<file path="config.mk">
export PLATFORM = sky130hd
export DESIGN_NAME = dnn_infer_ctrl_flat
export DESIGN_NICKNAME = d
export VERILOG_FILES = /design/src/rtl/dnn_ctrl_pkg.sv /design/src/rtl/dnn_infer_ctrl_if.sv /design/src/rtl/dnn_argmax_seq.sv /design/src/rtl/dnn_infer_ctrl.sv /design/src/flat_wrapper.sv
export SDC_FILE = /design/constraint.sdc
export NUM_CORES = 1
export LEC_CHECK = 0
export BUFFER_PORTS_ARGS = -buffer_cell sky130_fd_sc_hd__buf_4
export CAP_MARGIN = 15
export CORE_MARGIN = 3
export CORE_UTILIZATION = 57
export CTS_CLUSTER_DIAMETER = 200
export DETAILED_ROUTE_END_ITERATION = 10
export PLACE_DENSITY = 0.85
export SETUP_SLACK_MARGIN = 0.2
export SLEW_MARGIN = 20
export SYNTH_ARGS = -nofsm -noshare
export SYNTH_HDL_FRONTEND = slang
export SYNTH_SLANG_ARGS = --single-unit
</file>
<file path="constraint.sdc">
create_clock -name clk -period 2.5 [get_ports clk]
set_input_delay 0.125 -clock clk [delete_from_list [all_inputs] [get_ports clk]]
set_output_delay 0.125 -clock clk [all_outputs]
set_load 0.02 [all_outputs]
</file>
<file path="src/rtl/dnn_ctrl_pkg.sv">
// Shared types and sizing for the MNIST inference sequencer and its argmax helper.
package dnn_ctrl_pkg;

    localparam int DATA_WIDTH  = 3;
    localparam int NUM_CLASSES = 10;
    localparam int IDX_WIDTH   = 4;

    typedef logic signed [DATA_WIDTH-1:0] score_t;
    typedef logic [IDX_WIDTH-1:0]         idx_t;

    typedef enum logic [2:0] {
        ST_IDLE,
        ST_CLEAR,
        ST_START,
        ST_WAIT_DONE,
        ST_SCAN,
        ST_RESULT
    } ctrl_state_t;

    localparam idx_t LAST_IDX = idx_t'(NUM_CLASSES - 1);

endpackage

</file>
<file path="src/rtl/dnn_infer_ctrl_if.sv">
// Host-side request/result handshake of the inference sequencer.
interface dnn_infer_ctrl_if;
    import dnn_ctrl_pkg::*;

    logic   req_valid;
    logic   req_ready;
    logic   res_valid;
    logic   res_ready;
    idx_t   res_class;
    score_t res_score;
    logic   res_err;

    modport master (
        output req_valid, res_ready,
        input  req_ready, res_valid, res_class, res_score, res_err
    );

    modport slave (
        input  req_valid, res_ready,
        output req_ready, res_valid, res_class, res_score, res_err
    );

endinterface

</file>
<file path="src/rtl/dnn_argmax_seq.sv">
// Streaming argmax: one score per sample cycle, keeps the first (lowest-index) maximum.
module dnn_argmax_seq
    import dnn_ctrl_pkg::*;
(
    input  logic   clk,
    input  logic   rst,
    input  logic   clear,
    input  logic   sample,
    input  logic   first,
    input  idx_t   idx,
    input  score_t score,
    output idx_t   best_idx,
    output score_t best_score
);

    // NOTE: state flops use non-blocking assignments so every register sees pre-edge values.
    always_ff @(posedge clk) begin
        if (rst || clear) begin
            best_idx   <= '0;
            best_score <= '0;
        end else if (sample && (first || score > best_score)) begin
            best_idx   <= idx;
            best_score <= score;
        end
    end

endmodule

</file>
<file path="src/rtl/dnn_infer_ctrl.sv">
// Sequencer: clear/start the MNIST core, wait for done, argmax-scan the outputs, return the digit.
// Optional watchdog in WAIT_DONE enabled by `define DNN_TIMEOUT_EN.
module dnn_infer_ctrl
    import dnn_ctrl_pkg::*;
#(
    parameter int CNT_WIDTH      = 16,
    parameter int TIMEOUT_CYCLES = 65535
) (
    input  logic                 clk,
    input  logic                 rst,
    dnn_infer_ctrl_if.slave      host,
    output logic                 core_reset,
    output logic                 core_start,
    input  logic                 core_done,
    output idx_t                 core_out_idx,
    input  score_t               core_out,
    output logic                 busy,
    output logic [CNT_WIDTH-1:0] infer_cnt
);

    ctrl_state_t state;
    idx_t        idx;
    logic        done_armed;
    logic        req_ready_q;
    logic        res_valid_q;
    logic        res_err_q;
    logic        timeout_hit;
    idx_t        best_idx;
    score_t      best_score;

`ifdef DNN_TIMEOUT_EN
    logic [CNT_WIDTH-1:0] wd_cnt;

    always_ff @(posedge clk) begin
        if (rst || state != ST_WAIT_DONE) wd_cnt <= '0;
        else                              wd_cnt <= wd_cnt + 1'b1;
    end

    // A done seen in the same cycle as expiry still wins over the abort.
    assign timeout_hit = (state == ST_WAIT_DONE)
                       && (wd_cnt == CNT_WIDTH'(TIMEOUT_CYCLES - 1))
                       && !(done_armed && core_done);
`else
    logic unused_timeout_cfg;
    assign unused_timeout_cfg = ^TIMEOUT_CYCLES;
    assign timeout_hit        = 1'b0;
`endif

    dnn_argmax_seq u_argmax (
        .clk        (clk),
        .rst        (rst),
        .clear      (timeout_hit),
        .sample     (state == ST_SCAN),
        .first      (idx == '0),
        .idx        (idx),
        .score      (core_out),
        .best_idx   (best_idx),
        .best_score (best_score)
    );

    always_ff @(posedge clk) begin
        if (rst) begin
            state       <= ST_IDLE;
            idx         <= '0;
            done_armed  <= 1'b0;
            req_ready_q <= 1'b1;
            res_valid_q <= 1'b0;
            res_err_q   <= 1'b0;
            core_reset  <= 1'b0;
            core_start  <= 1'b0;
            busy        <= 1'b0;
            infer_cnt   <= '0;
        end else begin
            case (state)
                ST_IDLE: begin
                    if (host.req_valid) begin
                        state       <= ST_CLEAR;
                        core_reset  <= 1'b1;
                        req_ready_q <= 1'b0;
                        busy        <= 1'b1;
                    end
                end
                ST_CLEAR: begin
                    state      <= ST_START;
                    core_reset <= 1'b0;
                    core_start <= 1'b1;
                end
                ST_START: begin
                    state      <= ST_WAIT_DONE;
                    core_start <= 1'b0;
                    done_armed <= 1'b0;
                end
                ST_WAIT_DONE: begin
                    // First WAIT_DONE cycle only arms: a done still high from the last run is stale.
                    done_armed <= 1'b1;
                    if (done_armed && core_done) begin
                        state <= ST_SCAN;
                        idx   <= '0;
                    end else if (timeout_hit) begin
                        state       <= ST_RESULT;
                        res_valid_q <= 1'b1;
                        res_err_q   <= 1'b1;
                    end
                end
                ST_SCAN: begin
                    if (idx == LAST_IDX) begin
                        state       <= ST_RESULT;
                        idx         <= '0;
                        res_valid_q <= 1'b1;
                        res_err_q   <= 1'b0;
                    end else begin
                        idx <= idx + 1'b1;
                    end
                end
                ST_RESULT: begin
                    if (host.res_ready) begin
                        state       <= ST_IDLE;
                        res_valid_q <= 1'b0;
                        res_err_q   <= 1'b0;
                        req_ready_q <= 1'b1;
                        busy        <= 1'b0;
                        infer_cnt   <= infer_cnt + 1'b1;
                    end
                end
                default: begin
                    state       <= ST_IDLE;
                    idx         <= '0;
                    req_ready_q <= 1'b1;
                    res_valid_q <= 1'b0;
                    res_err_q   <= 1'b0;
                    core_reset  <= 1'b0;
                    core_start  <= 1'b0;
                    busy        <= 1'b0;
                end
            endcase
        end
    end

    // idx is held at zero outside SCAN, so it drives the mux select directly.
    assign core_out_idx   = idx;
    assign host.req_ready = req_ready_q;
    assign host.res_valid = res_valid_q;
    assign host.res_class = best_idx;
    assign host.res_score = best_score;
    assign host.res_err   = res_err_q;

endmodule

</file>
<file path="src/flat_wrapper.sv">
// flat-port wrapper written by rule: the top's interface ports become plain ports
module dnn_infer_ctrl_flat import dnn_ctrl_pkg::*;
#(
    parameter int CNT_WIDTH      = 16,
    parameter int TIMEOUT_CYCLES = 65535
)
  (clk, rst, core_reset, core_start, core_done, core_out_idx, core_out, busy, infer_cnt, host_req_valid, host_res_ready, host_req_ready, host_res_valid, host_res_class, host_res_score, host_res_err);
  dnn_infer_ctrl_if host_i ();
  input  logic clk;
  input  logic rst;
  output logic core_reset;
  output logic core_start;
  input  logic core_done;
  output idx_t core_out_idx;
  input  score_t core_out;
  output logic busy;
  output logic [CNT_WIDTH-1:0] infer_cnt;
  input wire logic [$bits(host_i.req_valid)-1:0] host_req_valid;
  input wire logic [$bits(host_i.res_ready)-1:0] host_res_ready;
  output wire logic [$bits(host_i.req_ready)-1:0] host_req_ready;
  output wire logic [$bits(host_i.res_valid)-1:0] host_res_valid;
  output wire logic [$bits(host_i.res_class)-1:0] host_res_class;
  output wire logic [$bits(host_i.res_score)-1:0] host_res_score;
  output wire logic [$bits(host_i.res_err)-1:0] host_res_err;
  assign host_i.req_valid = host_req_valid;
  assign host_i.res_ready = host_res_ready;
  assign host_req_ready = host_i.req_ready;
  assign host_res_valid = host_i.res_valid;
  assign host_res_class = host_i.res_class;
  assign host_res_score = host_i.res_score;
  assign host_res_err = host_i.res_err;
  dnn_infer_ctrl #(.CNT_WIDTH(CNT_WIDTH), .TIMEOUT_CYCLES(TIMEOUT_CYCLES)) u_core (.clk(clk), .rst(rst), .host(host_i), .core_reset(core_reset), .core_start(core_start), .core_done(core_done), .core_out_idx(core_out_idx), .core_out(core_out), .busy(busy), .infer_cnt(infer_cnt));
endmodule
</file>
[Yosys cells after proc, flatten, opt, wreduce, memory -nomap -nowiden]
Cells that the tools add are included.
Word-level totals
  memory bits (writable): 0
  memory bits (read-only): 0
  flip-flop bits (word level): 37
  input port bits: 8
  latch bits: 0
  memories kept: 0
Operators by class
  reduce and logical (&&, ||, !) cells: 17
  equality and inequality tests: 10
  shift operators: 0
  $add $sub $neg: 2
  bitwise logic cells: 4
  multiply operators: 0
  divide/modulo/power cells: 0
  mux-type cells: 21
  $lt $le $gt $ge: 1
Operators by type and width (number)
  $reduce_or A4 Y1: 5
  $pmux W3 S6: 1
  $add A16 B1 Y16 const B: 1
  $mux W3: 4
  $pmux W1 S3: 4
  $pmux W4 S3: 1
  $mux W4: 2
  $eq A3 B2 Y1 const B: 2
  $eq A3 B3 Y1 const B: 2
  $mux W1: 6
  $pmux W1 S2: 3
  $reduce_and A2 Y1: 3
  $reduce_and A3 Y1: 2
  $add A4 B1 Y4 const B: 1
  $eq A4 B4 Y1 const B: 1
  $logic_not A4 Y1: 1
  $ne A2 B1 Y1 const B: 2
  $ne A2 B2 Y1 const B: 2
  $not A1 Y1: 4
  $reduce_and A4 Y1: 1
  $eq A3 B1 Y1 const B: 1
  $gt A3 B3 Y1: 1
  $logic_not A3 Y1: 1
  $logic_and A1 B1 Y1: 2
  2 further kinds: 2

[Longest topological paths before layout]
  word-level depth: 4
  gate-level depth with buffers: 7

[Hierarchy]
From an unflattened synthesis, not the netlist that was laid out.
Unflattened totals
  cells, all modules: 216
  area total of the unflattened synthesis: 1874.3 µm²
Modules (own cells, without submodules)
  dnn_infer_ctrl: instances 1, cells an instance 173, area each 1500.2 µm²
  dnn_argmax_seq: instances 1, cells an instance 43, area each 374.1 µm²

[Worst setup path after synthesis]
No wires, ideal clock.
  path kind: register to register
  start point: reg u_core.u_argmax.best_score[1]
  end point: reg u_core.u_argmax.best_idx[0]
  data required time: 2.426 ns
  stages on the path, launching flop included: 7
  arrival: 1.786 ns
  path buffers: 0
  slack: 0.639 ns
  period minus slack after synthesis: 1.861 ns
  cell sequence: dfxtp_1 > inv_1 > ha_1 > nor2b_1 > o311ai_1 > nand4_1 > a31oi_1
On the way
  longest elaborated chain between the ends: 3
RTL lines
  start: declaration: RTL line dnn_argmax_seq.sv:13  | output score_t best_score
  start signal: assignment: RTL line dnn_argmax_seq.sv:23  | best_score <= score;
  $gt A3 B3 Y1: RTL line dnn_argmax_seq.sv:21  | end else if (sample && (first || score > best_score)) begin
  $logic_or A1 B1 Y1: RTL line dnn_argmax_seq.sv:21
  $logic_and A1 B1 Y1: RTL line dnn_argmax_seq.sv:21
  end signal: assignment: RTL line dnn_argmax_seq.sv:22  | best_idx <= idx;
  end: declaration: RTL line dnn_argmax_seq.sv:12  | output idx_t best_idx,
Every way passes these cells.
A chain may end at the register's enable or synchronous reset.

[Worst setup path after layout]
  start point: reg u_core.state[2]
  end point: reg u_core.infer_cnt[15]
On the way
  longest elaborated chain between the ends: 2
RTL lines
  start: declaration: RTL line dnn_infer_ctrl.sv:21  | ctrl_state_t state;
  start signal: assignment: RTL line dnn_infer_ctrl.sv:63  | state <= ST_IDLE;
  start signal: assignment: RTL line dnn_infer_ctrl.sv:77  | state <= ST_CLEAR;
  start signal: assignment: RTL line dnn_infer_ctrl.sv:84  | state <= ST_START;
  $eq A3 B3 Y1: RTL line dnn_infer_ctrl.sv:74  | case (state)
  $reduce_and A2 Y1 (no source line)
  end signal: assignment: RTL line dnn_infer_ctrl.sv:122  | infer_cnt <= infer_cnt + 1'b1;
  end: declaration: RTL line dnn_infer_ctrl.sv:18  | output logic [CNT_WIDTH-1:0] infer_cnt
Every way passes these cells.

==> results.cfg <==
[worst_setup_path]
crit_path_top_delay_cell = dfxtp_1
r2r_end = u_core.infer_cnt[15]$_SDFFE_PP0P_
cpPeakStageDelay_ns = 0.69
path_delay_family = simple AND/OR/NAND/NOR gates
ff2ff_path_depth = 4
rrSetupSlack_ns = 0.48
critPathRequiredTime_ns = 2.78
cp.arrival_ns = 2.31
path_buf_inv = 0
path_cells = nand4b_4 > or4_4 > or3_1 > a21oi_1
startpoint_type = flip-flop
path_max_fanout = 18
regToRegStartpoint = u_core.state[2]$_SDFFE_PP0P_
path_class = reg -> reg
crit_path_end_kind = flip-flop

[clocking]
root_buffer = clkbuf_4
cts-resized-gates = 0
path_clk_slew_ns = 0.11
cts_max_level = 2
postCtsSetupBuffers = 0
cts_tree = done
cts_buffer_depth = 2
hold_buffers = 0
cts_buffers = 5
clk_latency_ns = 0.34
numClockSinks = 36

[outcome]
status = finished, final reports clean

[sta]
setup_viol = 0
final.setup_skew_ns = 0.007894
relSlewSlack_pct = 62.20
final.setup.tns_ns = 0
rsz0062_at_grt = no
tightest_slew_ns = 0.5663
fin_crit_ns = 2.025
slew_viol_final = 0
fin_crit_sh_pct = 81.00
hold_violations = 0
fmax_mhz = 493.8

[floorplanning]
core_um2 = 3078
die_area_um2 = 3954
fp.dieH_um = 62.88
io-pin-count = 41
num_rows = 20
fp.dieW_um = 62.88
initial_core_util_pct = 59.92

[cells_and_area]
fin_cells = 300
drive_above_1_share_pct = 22.66
final_cell_mix = buf_4 (41), dfxtp_1 (36), nand2_1 (19), nor2_1 (19), a21oi_1 (15)
num_antenna_cells = 0
finalNetCount = 270
final_common_cell = buf_4
synthToLayoutAreaGrowth_pct = 19.88
final_area_um2 = 2211

[global_routing]
grt_pass1_wl_um = 6665
grt_pass1_vias = 1535
antenna_found_initial = 0
grt.total_usage_pct = 20.71
grt_overflow = 0
grt_max_degree = 38

[worst_hold_path]
worstHoldPathType = in -> reg
min_delay_path_depth = 3
worst_hold_path.endpoint = u_core.u_argmax.best_score[1]$_SDFFE_PP0P_
min_from = core_out[1]

[detailed_routing]
wl_per_cell_um = 12.82
wirelength_um = 3846
vias = 1686
drc = 0
drt_first_pass_iters = 5
drtIter0Drc = 140
ant_nets = 0
vias_per_cell = 5.620

[place]
placedCellCount = 292
place_area_um2 = 2152
dpl.hpwl_um = 2706
gp_congestion = 0.8325
portBuffers = 39

[power_and_ir_drop]
power.leakage_nw = 0.8684
ir_drop_uv = 388.1
power.density_nw_per_um2 = 471.6

[synth]
synth_top_area_share_pct = 39.08
synth.net_count = 235
synth_seq_cells = 36
synth.area.top_cells = dfxtp_1 (39%), ha_1 (4.7%), a21oi_1 (4.1%)
yosysSeqAreaShare_pct = 39.08
synthDistinctLibCells = 46
yosys_most_used_dff = dfxtp_1
synth_enable_flop_cells = 0
synthArstFlopShare_pct = 0
yosysTopAreaCell = dfxtp_1
ys_warn_count = 0
syn-cell-area_um2 = 1844
avgSynthCellArea_um2 = 8.383
postSynthCellCount = 220

[flow_run]
maxCapViolations = 0
worst reg2reg max path, stage by stage (launching register included):
cell and delay, ns:
dfxtp_1 0.69, nand4b_4 0.23, or4_4 0.55, or3_1 0.36
a21oi_1 0.14
worst max-delay path by stage:
stage                                          startpoint                                       end  cells past startpoint
2_1_floorplan  u_core.u_argmax.best_score[1]$_SDFFE_PP0P_  u_core.u_argmax.best_idx[0]$_SDFFE_PP0P_                      6
3_3_place_gp                 u_core.state[2]$_SDFFE_PP0P_         u_core.infer_cnt[15]$_SDFFE_PP0P_                      4
3_5_place_dp                 u_core.state[2]$_SDFFE_PP0P_         u_core.infer_cnt[15]$_SDFFE_PP0P_                      4
4_1_cts                      u_core.state[2]$_SDFFE_PP0P_         u_core.infer_cnt[15]$_SDFFE_PP0P_                      4
5_1_grt                      u_core.state[2]$_SDFFE_PP0P_         u_core.infer_cnt[15]$_SDFFE_PP0P_                      4
6_report                     u_core.state[2]$_SDFFE_PP0P_         u_core.infer_cnt[15]$_SDFFE_PP0P_                      4
report_power, final:
group | switching, W | internal (W) | total, W
Combinational | 0.0000596 | 0.0000484 | 0.000108
Clock | 0.000188 | 0.000139 | 0.000327
Sequential | 0.0000211 | 0.000586 | 0.000608
routing by layer:
| layer | vias to the layer above | wire length, um | global-route usage (%) |
|---|---|---|---|
| li1 | 863 | - | - |
| met1 | 768 | 1844 | 26.00 |
| met3 | 7 | 243 | 6.295 |
| met4 | 0 | 50 | 8.815 |
| met5 | - | 0 | 0 |
| met2 | 48 | 1707 | 32.67 |
cells by family (layout without fill, tap and decap cells):
group	count (synthesis)	count (layout)	synth area share (%)
mux	2	2	1.153
fa+ha+maj	8	8	5.292
simple gates	86	86	25.64
other cells	1	1	0.2033
buf+inv	24	60	5.224
compound gates	53	53	18.66
flops	36	36	39.08
xor+xnor	10	10	4.749
synthesized netlist by cell type, types with 2 or more instances:
master and count:
nor2b_1 4, o211ai_1 7, a22oi_1 2, nand3_1 5, nor2_1 19, xor2_1 2, or3b_2 2, a21bo_2 2
buf_2 2, or2_2 2, xnor2_1 8, nand2_1 19, nor3_1 7, buf_1 2, nand4_1 10, a211oi_1 2
o21a_1 3, dfxtp_1 36, inv_1 11, a31oi_1 8, o21ai_0 8, or3_1 5, nor4_1 3, ha_1 7
a21oi_1 15, and3_1 2, clkbuf_1 8
state kept, by name, indices dropped and copies added (netlist names):
signal                      cells
u_core.host.req_ready           1
u_core.u_argmax.best_idx        4
u_core.done_armed               1
u_core.u_argmax.best_score      3
u_core.busy                     1
u_core.core_start               1
u_core.core_out_idx             4
u_core.state                    3
u_core.core_reset               1
u_core.infer_cnt               16
u_core.host.res_valid           1
layout make-up:
| class | count | area (um2) |
|---|---|---|
| clock buffer | 8 | 58.81 |
| fill | 268 | 867.1 |
| inverter | 11 | 41.29 |
| multi-input combinational | 160 | 1027 |
| sequential | 36 | 720.7 |
| tap | 44 | 55.05 |
| timing repair buffer | 41 | 307.8 |
metrics by stage:
stage | setup slack, ns | util (%) | total power, W | hold slack (ns)
global placement | 0.5315 | 69.92 | 0.0007274 | 0.4386
finish | 0.4750 | 71.83 | 0.001043 | 0.07202
global route | 0.3234 | 71.83 | 0.001093 | 0.06248
floorplan | 0.6392 | - | 0.0006932 | 0.3073
CTS | 0.4753 | 71.83 | 0.001052 | 0.06513
detailed placement | 0.4976 | 69.92 | 0.0007281 | 0.4428
(Power assumes the default switching activity.)
